## src/rtl/nic_rx_pkg.sv

```systemverilog
// Shared types and defaults for the NIC receive path.
package nic_rx_pkg;

  localparam int DEF_DATA_W          = 64;
  localparam int DEF_KEEP_W          = DEF_DATA_W / 8;
  localparam int DEF_MAX_FRAME_WORDS = 190;   // 1518-byte frame in 64-bit words
  localparam int DEF_FREE_W          = 16;
  localparam int DEF_CNT_W           = 32;

  typedef enum logic [1:0] {
    IDLE  = 2'd0,
    PASS  = 2'd1,
    DROP  = 2'd2,
    TRUNC = 2'd3
  } state_t;

endpackage

```

## src/rtl/rx_sat_counter.sv

```systemverilog
// Saturating up-counter with synchronous clear; holds at all-ones instead of wrapping.
module rx_sat_counter
  import nic_rx_pkg::*;
#(
  parameter int W = DEF_CNT_W
) (
  input  logic         clk,
  input  logic         reset,
  input  logic         inc,
  output logic [W-1:0] count
);

  always_ff @(posedge clk) begin
    if (reset) begin
      count <= '0;
    end else if (inc && (count != '1)) begin
      count <= count + 1'b1;
    end
  end

endmodule

```

## src/rtl/rx_frame_ctrl.sv

```systemverilog
// Frame admission controller: forward whole frames when the RX FIFO can hold a maximum-size
// frame, drop otherwise, truncate overlong frames. Define RX_FRAME_CTRL_STATS_EN for counters.
module rx_frame_ctrl
  import nic_rx_pkg::*;
#(
  parameter int DATA_W          = DEF_DATA_W,
  parameter int KEEP_W          = DATA_W / 8,
  parameter int MAX_FRAME_WORDS = DEF_MAX_FRAME_WORDS,
  parameter int FREE_W          = DEF_FREE_W,
  parameter int CNT_W           = DEF_CNT_W
) (
  input  logic              clk,
  input  logic              reset,
  input  logic              enable,
  input  logic [DATA_W-1:0] in_tdata,
  input  logic [KEEP_W-1:0] in_tkeep,
  input  logic              in_tvalid,
  input  logic              in_tlast,
  input  logic              in_tuser,
  input  logic [FREE_W-1:0] fifo_free_words,
  output logic [DATA_W-1:0] out_tdata,
  output logic [KEEP_W-1:0] out_tkeep,
  output logic              out_tvalid,
  output logic              out_tlast,
  output logic              out_tuser,
  output logic              busy,
  output logic [CNT_W-1:0]  frame_ok_cnt,
  output logic [CNT_W-1:0]  frame_drop_cnt,
  output logic [CNT_W-1:0]  frame_err_cnt
);

  localparam int WC_W = $clog2(MAX_FRAME_WORDS + 1);
  // word_cnt holds the count of words already forwarded, so this value means "next word is the last allowed".
  localparam logic [WC_W-1:0]   TRUNC_AT  = WC_W'(MAX_FRAME_WORDS - 1);
  localparam logic [FREE_W-1:0] ADMIT_MIN = FREE_W'(MAX_FRAME_WORDS);

  state_t          state;
  logic [WC_W-1:0] word_cnt;
  logic            admit;

  assign admit = enable && (fifo_free_words >= ADMIT_MIN);
  assign busy  = (state != IDLE);

  // NOTE: reset here is synchronous and every state register uses non-blocking assignment,
  // so all flops update together on the edge and no read-after-write ordering leaks in.
  always_ff @(posedge clk) begin
    if (reset) begin
      state      <= IDLE;
      word_cnt   <= '0;
      out_tdata  <= '0;
      out_tkeep  <= '0;
      out_tvalid <= 1'b0;
      out_tlast  <= 1'b0;
      out_tuser  <= 1'b0;
    end else begin
      out_tdata  <= '0;
      out_tkeep  <= '0;
      out_tvalid <= 1'b0;
      out_tlast  <= 1'b0;
      out_tuser  <= 1'b0;
      if (in_tvalid) begin
        case (state)
          IDLE: begin
            if (admit) begin
              out_tdata  <= in_tdata;
              out_tkeep  <= in_tkeep;
              out_tvalid <= 1'b1;
              word_cnt   <= WC_W'(1);
              if (in_tlast) begin
                out_tlast <= 1'b1;
                out_tuser <= in_tuser;
              end else begin
                state <= PASS;
              end
            end else if (!in_tlast) begin
              state <= DROP;
            end
          end
          PASS: begin
            out_tdata  <= in_tdata;
            out_tkeep  <= in_tkeep;
            out_tvalid <= 1'b1;
            word_cnt   <= word_cnt + 1'b1;
            if (in_tlast) begin
              out_tlast <= 1'b1;
              out_tuser <= in_tuser;
              state     <= IDLE;
            end else if (word_cnt == TRUNC_AT) begin
              out_tlast <= 1'b1;
              out_tuser <= 1'b1;
              state     <= TRUNC;
            end
          end
          DROP, TRUNC: begin
            if (in_tlast) state <= IDLE;
          end
          default: state <= IDLE;
        endcase
      end
    end
  end

`ifdef RX_FRAME_CTRL_STATS_EN
  logic ok_inc, drop_inc, err_inc;

  // Decoded from the deciding word itself so counters move on the same edge that samples it.
  always_comb begin
    ok_inc   = 1'b0;
    drop_inc = 1'b0;
    err_inc  = 1'b0;
    if (in_tvalid) begin
      case (state)
        IDLE: begin
          if (admit && in_tlast) begin
            err_inc = in_tuser;
            ok_inc  = !in_tuser;
          end else if (!admit && in_tlast) begin
            drop_inc = 1'b1;
          end
        end
        PASS: begin
          if (in_tlast) begin
            err_inc = in_tuser;
            ok_inc  = !in_tuser;
          end else if (word_cnt == TRUNC_AT) begin
            err_inc = 1'b1;
          end
        end
        DROP:    drop_inc = in_tlast;
        default: ;
      endcase
    end
  end

  rx_sat_counter #(.W(CNT_W)) u_ok_cnt (
    .clk(clk), .reset(reset), .inc(ok_inc), .count(frame_ok_cnt)
  );
  rx_sat_counter #(.W(CNT_W)) u_drop_cnt (
    .clk(clk), .reset(reset), .inc(drop_inc), .count(frame_drop_cnt)
  );
  rx_sat_counter #(.W(CNT_W)) u_err_cnt (
    .clk(clk), .reset(reset), .inc(err_inc), .count(frame_err_cnt)
  );
`else
  assign frame_ok_cnt   = '0;
  assign frame_drop_cnt = '0;
  assign frame_err_cnt  = '0;
`endif

endmodule

```

## config.mk

```make
export PLATFORM = sky130hd
export DESIGN_NAME = rx_frame_ctrl
export DESIGN_NICKNAME = d
export VERILOG_FILES = /design/src/rtl/nic_rx_pkg.sv /design/src/rtl/rx_sat_counter.sv /design/src/rtl/rx_frame_ctrl.sv
export SDC_FILE = /design/constraint.sdc
export NUM_CORES = 1
export LEC_CHECK = 0
export ABC_AREA = 1
export ABC_CLOCK_PERIOD_IN_PS = 1530
export BUFFER_PORTS_ARGS = -buffer_cell sky130_fd_sc_hd__buf_2
export CAP_MARGIN = 20
export CORE_AREA = 2 2 104 106
export CTS_CLUSTER_DIAMETER = 100
export CTS_CLUSTER_SIZE = 8
export DETAILED_ROUTE_END_ITERATION = 7
export DIE_AREA = 0 0 106 108
export HOLD_SLACK_MARGIN = 0.02
export PLACE_DENSITY = 0.75
export REMOVE_ABC_BUFFERS = 1
export SLEW_MARGIN = 30
export SYNTH_ARGS = -nofsm -noshare
export SYNTH_HDL_FRONTEND = slang
export SYNTH_SLANG_ARGS = --single-unit
```

## constraint.sdc

```tcl
create_clock -name clk -period 1.53 [get_ports clk]
set_input_delay 0.2295 -clock clk [delete_from_list [all_inputs] [get_ports clk]]
set_output_delay 0.2295 -clock clk [all_outputs]
set_load 0.03 [all_outputs]
```

==> results of run 1 <==
Yosys cell counts (all sizes together):
library cell / instances
buf: 104
nor2: 92
inv: 90
dfxtp: 85
nand2: 41
nand3: 13
a21oi: 12
ha: 2
o21ai: 2
clkbuf: 1
conb: 1
nand3b: 1
nand4: 1
nor3: 1
nor3b: 1
o21bai: 1
xnor2: 1
xor2: 1
through the flow:
step | instances | power, mW | hold WS [ns] | worst slack, ns
floorplan | 440 | 3.053 | 0.2986 | -1.770
global placement | 753 | 3.277 | 0.4435 | 0.09883
detailed placement | 753 | 3.286 | 0.4484 | 0.08788
CTS | 768 | 5.088 | 0.05084 | 0.09778
global route | 768 | 5.259 | 0.04705 | 0.02357
finish | 768 | 5.010 | 0.07202 | 0.1328
state kept, by name, indices dropped and copies added (netlist names):
name / flops
out_tkeep: 8
state: 2
word_cnt: 8
out_tvalid: 1
out_tlast: 1
out_tuser: 1
out_tdata: 64
path summary, 6_finish.rpt:
path                     start       endpoint  slack [ns]  cells after the start
hold reg to reg    word_cnt[3]    word_cnt[3]        0.48                      2
hold / removal    in_tdata[54]  out_tdata[54]        0.07                      3
setup / recovery      state[0]           busy        0.13                      3
setup reg to reg   word_cnt[1]       state[1]        0.16                     10
area by class of cell:
cell class	instances	area (sq um)
sequential	85	1703
inverter	90	337.8
timing repair buffer	177	958.4
clock inverter	6	96.34
tap	136	170.2
multi-input combinational	265	1466
fill	1033	5375
clock buffer	9	123.9
routing by layer:
layer,vias to the layer above,routed length (microns),share of wire (%),GRT usage (%)
met5,-,0,0,0
met2,142,3998,52,23.13
met1,1231,2758,36,13.36
met4,0,141,1.8,4.793
li1,1454,-,-,-
met3,11,734,9.6,5.425
critical path, stage by stage (launching register included):
cell and delay [ns]:
dfxtp_1 0.36, nor2_1 0.22, inv_1 0.06, buf_2 0.18
cells by family (layout without fill, tap and decap cells):
logic type | Yosys count | count (layout) | share of synthesized area (%)
buffers and inverters | 195 | 282 | 29.70
and+or+nand+nor | 150 | 150 | 24.49
DFF | 85 | 85 | 42.70
AOI/OAI and AO/OA | 15 | 15 | 1.947
adders and majority gates | 2 | 2 | 0.6278
xor gates and xnor gates | 2 | 2 | 0.4396
other | 1 | 96 | 0.09410
power groups by stage:
stage | logic (mW) | clock network [mW] | registers (mW)
CTS | 0.934 | 1.85 | 2.30
finish | 0.930 | 1.78 | 2.30
detailed placement | 0.932 | 0 | 2.35
global placement | 0.925 | 0 | 2.35
global route | 0.996 | 1.95 | 2.31
floorplan | 0.565 | 0 | 2.49
==> results.md, run 1 <==
* Final hold violation count at 0
* Crit Path Class: reg2out
* Grt ovf at 0
* Wire per inst at 9.938 microns
* Fmax at 715.7 MHz
* Max-cap violations at 0
* H-tree depth at 3
* CP arrival at 1.17 ns
* CTS sink count at 85
* Synthesized cell area at 3985 sq um
* Critical Path RT at 1.30 ns
* Clock Skews at 0.008005 ns
* Startpoint types: register
* 1st-pass router iterations at 4
* Worst-Skew Late Latency at 0.36 ns
* Largest net degree at the start of global routing at 23
* Resize count post-CTS at 0
* P per Cell Area at 1032 nW/um^2
* Die Y at 108 microns
* CP Capture Type: output port
* HPWL after detailed placement at 6.096 mm
* # port buffers at 168
* Post-route cell area at 4856 sq um
* Top cells by area, synth: dfxtp_1, buf_4, nor2_4
* Layout cells sized above 1 at 39.08%
* Antenna-violating nets left at 0
* Sequential share of the synthesized area at 42.70%
* Antenna cells at 0
* RSZ-0062 raised after global routing: no
* LEAKAGE at 2.717 nW
* RePlAce Congestion at 0.8076
* Fraction of power spent switching nets at 31.40%
* Post CTS Setup Buffer Count at 0
* Internal power component at 3.437 mW
* Core area at 10230 sq um
* Yosys reg bits at 85
* Row cnt at 37
* CTS buffer count at 9
* Initial Util at 38.95%
* Setup tns final at 0 ns
* P_sw at 1.573 mW
* Most frequent cells in the layout: buf_2, conb_1, inv_1, dfxtp_1, nor2_4
* Remaining DRCs at 0
* TritonCTS clock tree: done
* Syn Area/Cell at 8.856 sq um
* CP max FO at 4
* # nets final at 724
* Most common cell after layout, fill and taps aside: buf_2
* DIE AREA at 11450 sq um
* Post-Syn Instances at 450
* Hold-fix buffers, CTS at 0
* Worst-path clk slew at 0.09 ns
* Status: complete, no violations
* Initial DRC count at 62
* Final WL at 7.632 mm
* Number of global-route vias before repair at 2513
* Area after DPL at 4632 sq um
* Slew Viols, Final at 0
* Register share of total power at 45.9%
* Die width at 106 microns
* Area Growth Syn to Fin at 21.85%
* Antenna violations before repair at 0
* Maximum clock insertion buffer count at 2
* GRT Total Usage at 12.84%
* Cell variety after synth at 25
* I/O Pins at 266
* Tcrit/Tclk final at 91.32%
* Post-synth top area share at 42.70%
* Layout Utilization at 47.46%
* Combinational share of power at 18.6%
* Post-layout min period at 1.397 ns
* Clock share of power at 35.5%
* Final setup fails at 0
* Root Buffer Master: clkbuf_8
* Top cell type by total area after synthesis: dfxtp_1
* VDD IR max at 0.4191 mV
* Average via count per standard cell at 3.695
* First-pass GRT wire length at 11.39 mm
* Vias at 2838
* Synth Warn # at 0
* Min-delay worst type: in2reg
(Power assumes the default switching activity.)
==> run 2: changes to the inputs <==
--- a/config.mk
+++ b/config.mk
@@ -6,7 +6,7 @@
 export NUM_CORES = 1
 export LEC_CHECK = 0
 export ABC_AREA = 1
-export ABC_CLOCK_PERIOD_IN_PS = 1530
+export ABC_CLOCK_PERIOD_IN_PS = 1330
 export BUFFER_PORTS_ARGS = -buffer_cell sky130_fd_sc_hd__buf_2
 export CAP_MARGIN = 20
 export CORE_AREA = 2 2 104 106
==> constraint.sdc (replaced) <==
create_clock -name clk -period 1.33 [get_ports clk]
set_input_delay 0.1995 -clock clk [delete_from_list [all_inputs] [get_ports clk]]
set_output_delay 0.1995 -clock clk [all_outputs]
set_load 0.03 [all_outputs]
==> run 2 against run 1 <==
Critical path type is now reg2reg. The run now ends with setup timing left. Utilization rose by 0.68 points. Via count grew 0.28%. Total power rose by 9.8%. Sequential power grew 15%. Global-route usage decreased by 0.39 points. Clock skew rose by 0.0012 ns. Cell count up 0.65%. First-iteration DRC count rose by 55%. Combinational power rose by 19%.
==> results.md, run 2 (same netlist as run 1, synthesis figures left out) <==
* Status: complete, but fails checks
* Failing checks: setup timing
* Hold EP: out_tdata[58]
* Top cell by count, worst path: nand2_1
* Clock share of power at 31.7% (-3.8 points)
* HPWL after detailed placement at 6.104 mm (+0.12%)
* Cell family with most CP delay: simple AND/OR/NAND/NOR gates
* Setup ws final at -0.01770 ns (-0.1505 ns)
* Average via count per standard cell at 3.682 (-0.37%)
* Buf+Inv Stages, Crit Path at 1 (-1)
* Register share of total power at 48.2% (+2.3 points)
* Placed Cells incl. Taps at 756 (+0.40%)
* CP arrival at 1.62 ns (+0.45 ns)
* Wire per inst at 9.829 microns (-1.1%)
* Die width at 106 microns (unchanged)
* Remaining DRCs at 0 (unchanged)
* # nets final at 728 (+0.55%)
* Final hold violation count at 0 (unchanged)
* CP Capture Type: register
* RSZ-0062 raised after global routing: yes
* Post-Layout Cell Count at 773 (+0.65%)
* Layout cells sized above 1 at 41.44% (+2.4 points)
* Clock Skews at 0.009163 ns (+0.001157 ns)
* Largest registers: out_tdata (64), out_tkeep (8), word_cnt (8)
* Setup tns final at -0.01770 ns (-0.01770 ns)
* Startpoint types: register
* Die Y at 108 microns (unchanged)
* Fraction of power spent switching nets at 33.31% (+1.9 points)
* CTS buffer count at 9 (unchanged)
* Grt ovf at 0 (unchanged)
* CP Cell Sequence: inv_2, ha_4, nand2_1, nor2_1, nand3_1, nand2_1, nand2_2, a21oi_2, nand2_1, a21oi_2
* Final hold slack at 0.05087 ns (-0.02116 ns)
* Initial DRC count at 96 (+55%)
* P_sw at 1.833 mW (+17%)
* Max-cap violations at 0 (unchanged)
* I/O Pins at 266 (unchanged)
* Crit-path slowest cell: dfxtp_2
* First-pass GRT wire length at 11.14 mm (-2.2%)
* R2R cell count at 10 (unchanged)
* Initial Util at 38.95% (unchanged)
* Area Growth Syn to Fin at 23.61%
* Core area at 10230 sq um (unchanged)
* RePlAce Congestion at 0.8088 (+0.15%)
* Antenna-violating nets left at 0 (unchanged)
* Slew Viols, Final at 0 (unchanged)
* Crit path largest cell delay at 0.35 ns (about the same)
* Fillers at 1008 (-2.4%)
* R2r setup slk at -0.02 ns (-0.18 ns)
* FF/Latch Area at 1708 sq um (+0.29%)
* Multi-input gate area at 1508 sq um (+2.8%)
* GRT Total Usage at 12.45% (-0.39 points)
* Min-delay worst type: in2reg
* Largest net degree at the start of global routing at 20 (-13%)
* Antenna violations before repair at 0 (unchanged)
* # port buffers at 168 (unchanged)
* VDD IR max at 0.6277 mV (+50%)
* Top reg by flops: out_tdata
* Crit Path Class: reg2reg
* CP Launch Point: word_cnt[1]
* Layout Utilization at 48.15% (+0.68 points)
* Critical Path RT at 1.61 ns (+0.31 ns)
* LEAKAGE at 2.738 nW (+0.78%)
* Final setup fails at 1 (+1)
* 1st-pass router iterations at 4 (unchanged)
* DIE AREA at 11450 sq um (unchanged)
* Maximum clock insertion buffer count at 2 (unchanged)
* Internal power component at 3.670 mW (+6.8%)
* Worst-Skew Late Latency at 0.35 ns (about the same)
* P per Cell Area at 1117 nW/um^2 (+8.3%)
* Startpoint of the worst register-to-register path: word_cnt[1]
* CTS sink count at 85 (unchanged)
* Combinational share of power at 20.1% (+1.5 points)
* Worst-path clk slew at 0.09 ns (about the same)
* Number of global-route vias before repair at 2514 (+0.040%)
* HP Start: in_tdata[58]
* CP max FO at 4 (unchanged)
* Hold-fix buffers, CTS at 0 (unchanged)
* Root Buffer Master: clkbuf_8
* Vias at 2846 (+0.28%)
* Post-route total power at 5.503 mW (+9.8%)
* Final WL at 7.598 mm (-0.45%)
* Reg2Reg Capture Point: state[1]
* Most frequent cells in the layout: buf_2, conb_1, inv_1, dfxtp_1, nor2_4
* Hold depth at 3 (unchanged)
* Max reg flops at 64 (unchanged)
* Post-layout min period at 1.348 ns
* H-tree depth at 3 (unchanged)
* Row cnt at 37 (unchanged)
* Antenna cells at 0 (unchanged)
* Most common cell after layout, fill and taps aside: buf_2
* Tcrit/Tclk final at 101.3%
* Fmax at 742.0 MHz
* TritonCTS clock tree: done
[run 2: changes by cell type in the layout (fill, tap and decap cells not counted), sizes merged]
cell    change
inv         +1
clkbuf      +1
buf         +4
clkinv      +1
bufinv      -2
[run 2: area by class of cell]
class | instances | area share, %
inverters | 90 | 6.858
flip-flops and latches | 85 | 34.67
well taps | 136 | 3.454
clock inverters | 6 | 1.092
multi-input cells | 265 | 30.61
clock buffers | 10 | 2.794
repair buffers | 181 | 20.52
[run 2: worst max-delay path by stage]
| stage | to | slack, ns | cells after the start |
|---|---|---|---|
| final | state[1] | -0.02 | 10 |
| after global routing | state[1] | -0.11 | 10 |
| after CTS | state[0] | 0.005 | 10 |
| after detailed placement | out_tdata[57] | -0.09 | 10 |
| after global placement | out_tkeep[1] | -0.06 | 10 |
| after floorplan | out_tuser | -1.94 | 9 |
[run 2: timing repair]
item                       4_1_cts  5_1_grt
pin swaps                        1        5
buffers inserted                 1        0
setup endpoints to repair        5        9
gates cloned                     0        0
gates resized for setup          6       16
[run 2: per-stage QoR]
| stage | worst slack (ns) | instance area (sq um) |
|---|---|---|
| 3_3_place_gp | -0.05876 | 4667 |
| 6_report | -0.01770 | 4926 |
| 3_5_place_dp | -0.08555 | 4667 |
| 2_1_floorplan | -1.940 | 3496 |
| 5_1_grt | -0.1110 | 4926 |
| 4_1_cts | 0.004773 | 4882 |
[run 2: per-layer routing]
layer,track usage (%),routed length [microns]
met5,0,0
met4,5.075,97
met3,4.219,705
met2,23.32,4052
met1,12.70,2742
[run 2: worst min-delay path, delay by kind of cell]
family | cells | cell delay, ns
buffers and inverters | 2 | 0.13
AND/OR/NAND/NOR | 1 | 0.03
[run 2: power groups by stage]
stage	Combinational [mW]	Sequential [mW]	Clock, mW
CTS	1.10	2.65	1.85
finish	1.11	2.65	1.75
global route	1.18	2.66	1.95
global placement	1.07	2.71	0
floorplan	0.650	2.86	0
detailed placement	1.08	2.71	0
==> run 3: changes to the inputs <==
--- a/config.mk
+++ b/config.mk
@@ -6,16 +6,17 @@
 export NUM_CORES = 1
 export LEC_CHECK = 0
 export ABC_AREA = 1
-export ABC_CLOCK_PERIOD_IN_PS = 1330
 export BUFFER_PORTS_ARGS = -buffer_cell sky130_fd_sc_hd__buf_2
 export CAP_MARGIN = 20
-export CORE_AREA = 2 2 104 106
+export CELL_PAD_IN_SITES_DETAIL_PLACEMENT = 0
+export CELL_PAD_IN_SITES_GLOBAL_PLACEMENT = 1
+export CORE_MARGIN = 2
+export CORE_UTILIZATION = 29
 export CTS_CLUSTER_DIAMETER = 100
 export CTS_CLUSTER_SIZE = 8
 export DETAILED_ROUTE_END_ITERATION = 7
-export DIE_AREA = 0 0 106 108
 export HOLD_SLACK_MARGIN = 0.02
-export PLACE_DENSITY = 0.75
+export PLACE_DENSITY = 0.91
 export REMOVE_ABC_BUFFERS = 1
 export SLEW_MARGIN = 30
 export SYNTH_ARGS = -nofsm -noshare
==> run 3 against run 2 <==
The run now ends clean. Design area grew 6.3%. Combinational power up 5%. Sequential share of layout area fell by 2.1 points. Hold slack better by 0.014 ns. Sequential cell count stayed put. Setup slack gained 0.032 ns. Largest cell class unchanged. Critical path type unchanged.
==> results.md, run 3 (same netlist as run 1, synthesis figures left out) <==
* I/O Pins at 266 (unchanged)
* CTS buffer count at 9 (unchanged)
* Hold-fix buffers, CTS at 0 (unchanged)
* Internal power component at 4.412 mW (+20%)
* Worst-Skew Late Latency at 0.34 ns (about the same)
* GRT Total Usage at 10.69% (-1.8 points)
* First-pass GRT wire length at 12.00 mm (+7.7%)
* Antenna violations before repair at 0 (unchanged)
* Most frequent cells in the layout: buf_2, conb_1, inv_1, dfxtp_1, nor2_4
* Initial Util at 29.86% (-9.1 points)
* Post-Layout Cell Count at 830 (+7.4%)
* Maximum clock insertion buffer count at 2 (unchanged)
* VDD IR max at 0.6720 mV (+7.1%)
* Max-cap violations at 0 (unchanged)
* Setup WS pre-CTS at -0.08082 ns (+0.004727 ns)
* Critical Path RT at 1.60 ns (about the same)
* Tcrit/Tclk final at 98.89% (-2.4 points)
* Number of global-route vias before repair at 2640 (+5.0%)
* Startpoint types: register
* Final setup fails at 0 (-1)
* Layout cells sized above 1 at 42.05% (+0.60 points)
* Setup ws final at 0.01476 ns (+0.03246 ns)
* Combinational share of power at 18.4% (-1.7 points)
* Average via count per standard cell at 3.560 (-3.3%)
* Slew Viols, Final at 0 (unchanged)
* CP arrival at 1.58 ns (-0.04 ns)
* Top cell by count, worst path: nand2_1
* Antenna-violating nets left at 0 (unchanged)
* Final hold violation count at 0 (unchanged)
* DIE AREA at 14700 sq um (+28%)
* Min-delay worst type: in2reg
* Clock Skews at 0.007077 ns (-0.002086 ns)
* Crit Path Class: reg2reg
* RSZ-0062 raised after global routing: yes
* Max reg flops at 64 (unchanged)
* Remaining DRCs at 0 (unchanged)
* P_sw at 1.874 mW (+2.3%)
* Wire per inst at 9.623 microns (-2.1%)
* HPWL after detailed placement at 6.467 mm (+5.9%)
* CP max FO at 4 (unchanged)
* Initial DRC count at 80 (-17%)
* H-tree depth at 3 (unchanged)
* P per Cell Area at 1201 nW/um^2 (+7.5%)
* CTS sink count at 85 (unchanged)
* Die Y at 121.2 microns (+12%)
* Clock share of power at 39.5% (+7.8 points)
* Root Buffer Master: clkbuf_16
* Worst-path clk slew at 0.07 ns (-0.02 ns)
* 1st-pass router iterations at 4 (unchanged)
* Crit-path slowest cell: dfxtp_2
* Fmax at 760.3 MHz (+2.5%)
* Most common cell after layout, fill and taps aside: buf_2
* # nets final at 745 (+2.3%)
* Top reg by flops: out_tdata
* Final WL at 7.987 mm (+5.1%)
* # port buffers at 168 (unchanged)
* Die width at 121.2 microns (+14%)
* Largest net degree at the start of global routing at 20 (unchanged)
* Core area at 13350 sq um (+30%)
* Status: complete, no violations
* Post-layout min period at 1.315 ns (-0.03246 ns)
* RePlAce Congestion at 0.8201 (+1.4%)
* Cell family with most CP delay: simple AND/OR/NAND/NOR gates
* Placed Cells incl. Taps at 814 (+7.7%)
* Register share of total power at 42.2% (-6.0 points)
* Largest registers: out_tdata (64), out_tkeep (8), word_cnt (8)
* Area Growth Syn to Fin at 31.40%
* CP Capture Type: register
* Crit path largest cell delay at 0.34 ns (about the same)
* Fraction of power spent switching nets at 29.81% (-3.5 points)
* Grt ovf at 0 (unchanged)
* Buf+Inv Stages, Crit Path at 1 (unchanged)
* Row cnt at 42 (+14%)
* Final hold slack at 0.06536 ns (+0.01449 ns)
* TritonCTS clock tree: done
* Vias at 2955 (+3.8%)
* LEAKAGE at 2.878 nW (+5.1%)
* Antenna cells at 0 (unchanged)
* CP Cell Sequence: inv_2, ha_4, nand2_1, nor2_1, nand3_1, nand2_1, nand2_2, a21oi_2, nand2_1, a21oi_2
-- run 3: cell count changes in the layout (fill, tap and decap cells not counted), sizes merged --
cell | previous run | this run
buf | 181 | 198
clkbuf | 10 | 11
bufinv | 0 | 1
inv | 93 | 91
-- run 3: worst paths after layout --
path	startpoint	end	slack, ns	depth (start not counted)
min	in_tdata[61]	out_tdata[61]	0.07	3
max reg2reg	word_cnt[1]	state[1]	0.01	10
max	word_cnt[1]	state[1]	0.01	10
min reg2reg	word_cnt[5]	word_cnt[5]	0.47	2
-- run 3: layout make-up --
cell class | instances | area (sq um)
Timing Repair Buffer | 198 | 1172
Clock inverter | 5 | 60.06
Multi-Input combinational cell | 265 | 1506
Clock buffer | 11 | 232.7
Sequential cell | 85 | 1707
Inverter | 90 | 337.8
Fill cell | 1404 | 8112
Tap cell | 176 | 220.2
-- run 3: layer usage --
layer | vias up | part of all wire, % | global-route usage (%)
li1 | 1503 | - | -
met1 | 1312 | 34 | 10.48
met2 | 129 | 55 | 19.38
met3 | 11 | 9.3 | 3.853
met4 | 0 | 2.5 | 5.963
met5 | - | 0 | 0
-- run 3: timing repair --
action	CTS	global route
pin swaps	0	5
setup buffers	0	1
setup endpoints to repair	7	9
resized for setup	4	13
-- run 3: metrics by stage --
stage               util (%)  power, mW  instance area [sq um]  TNS (ns)
floorplan                  -      3.513                   3496   -134.31
global placement       36.63      3.836                   4890    -2.999
detailed placement     36.63      3.848                   4890    -3.532
CTS                    38.91      6.381                   5194  -0.03761
global route           39.23      6.608                   5236   -0.3913
finish                 39.23      6.287                   5236         0
-- run 3: power groups by stage --
stage / clock, mW / combinational (mW) / sequential, mW
6_report: 2.48 / 1.16 / 2.65
5_1_grt: 2.71 / 1.24 / 2.66
4_1_cts: 2.58 / 1.15 / 2.65
3_5_place_dp: 0 / 1.14 / 2.71
3_3_place_gp: 0 / 1.13 / 2.70
2_1_floorplan: 0 / 0.650 / 2.86
-- run 3: tightest hold or removal path, stage by stage --
cell and delay, ns:
buf_2 0.09, inv_1 0.04, nor2_1 0.03
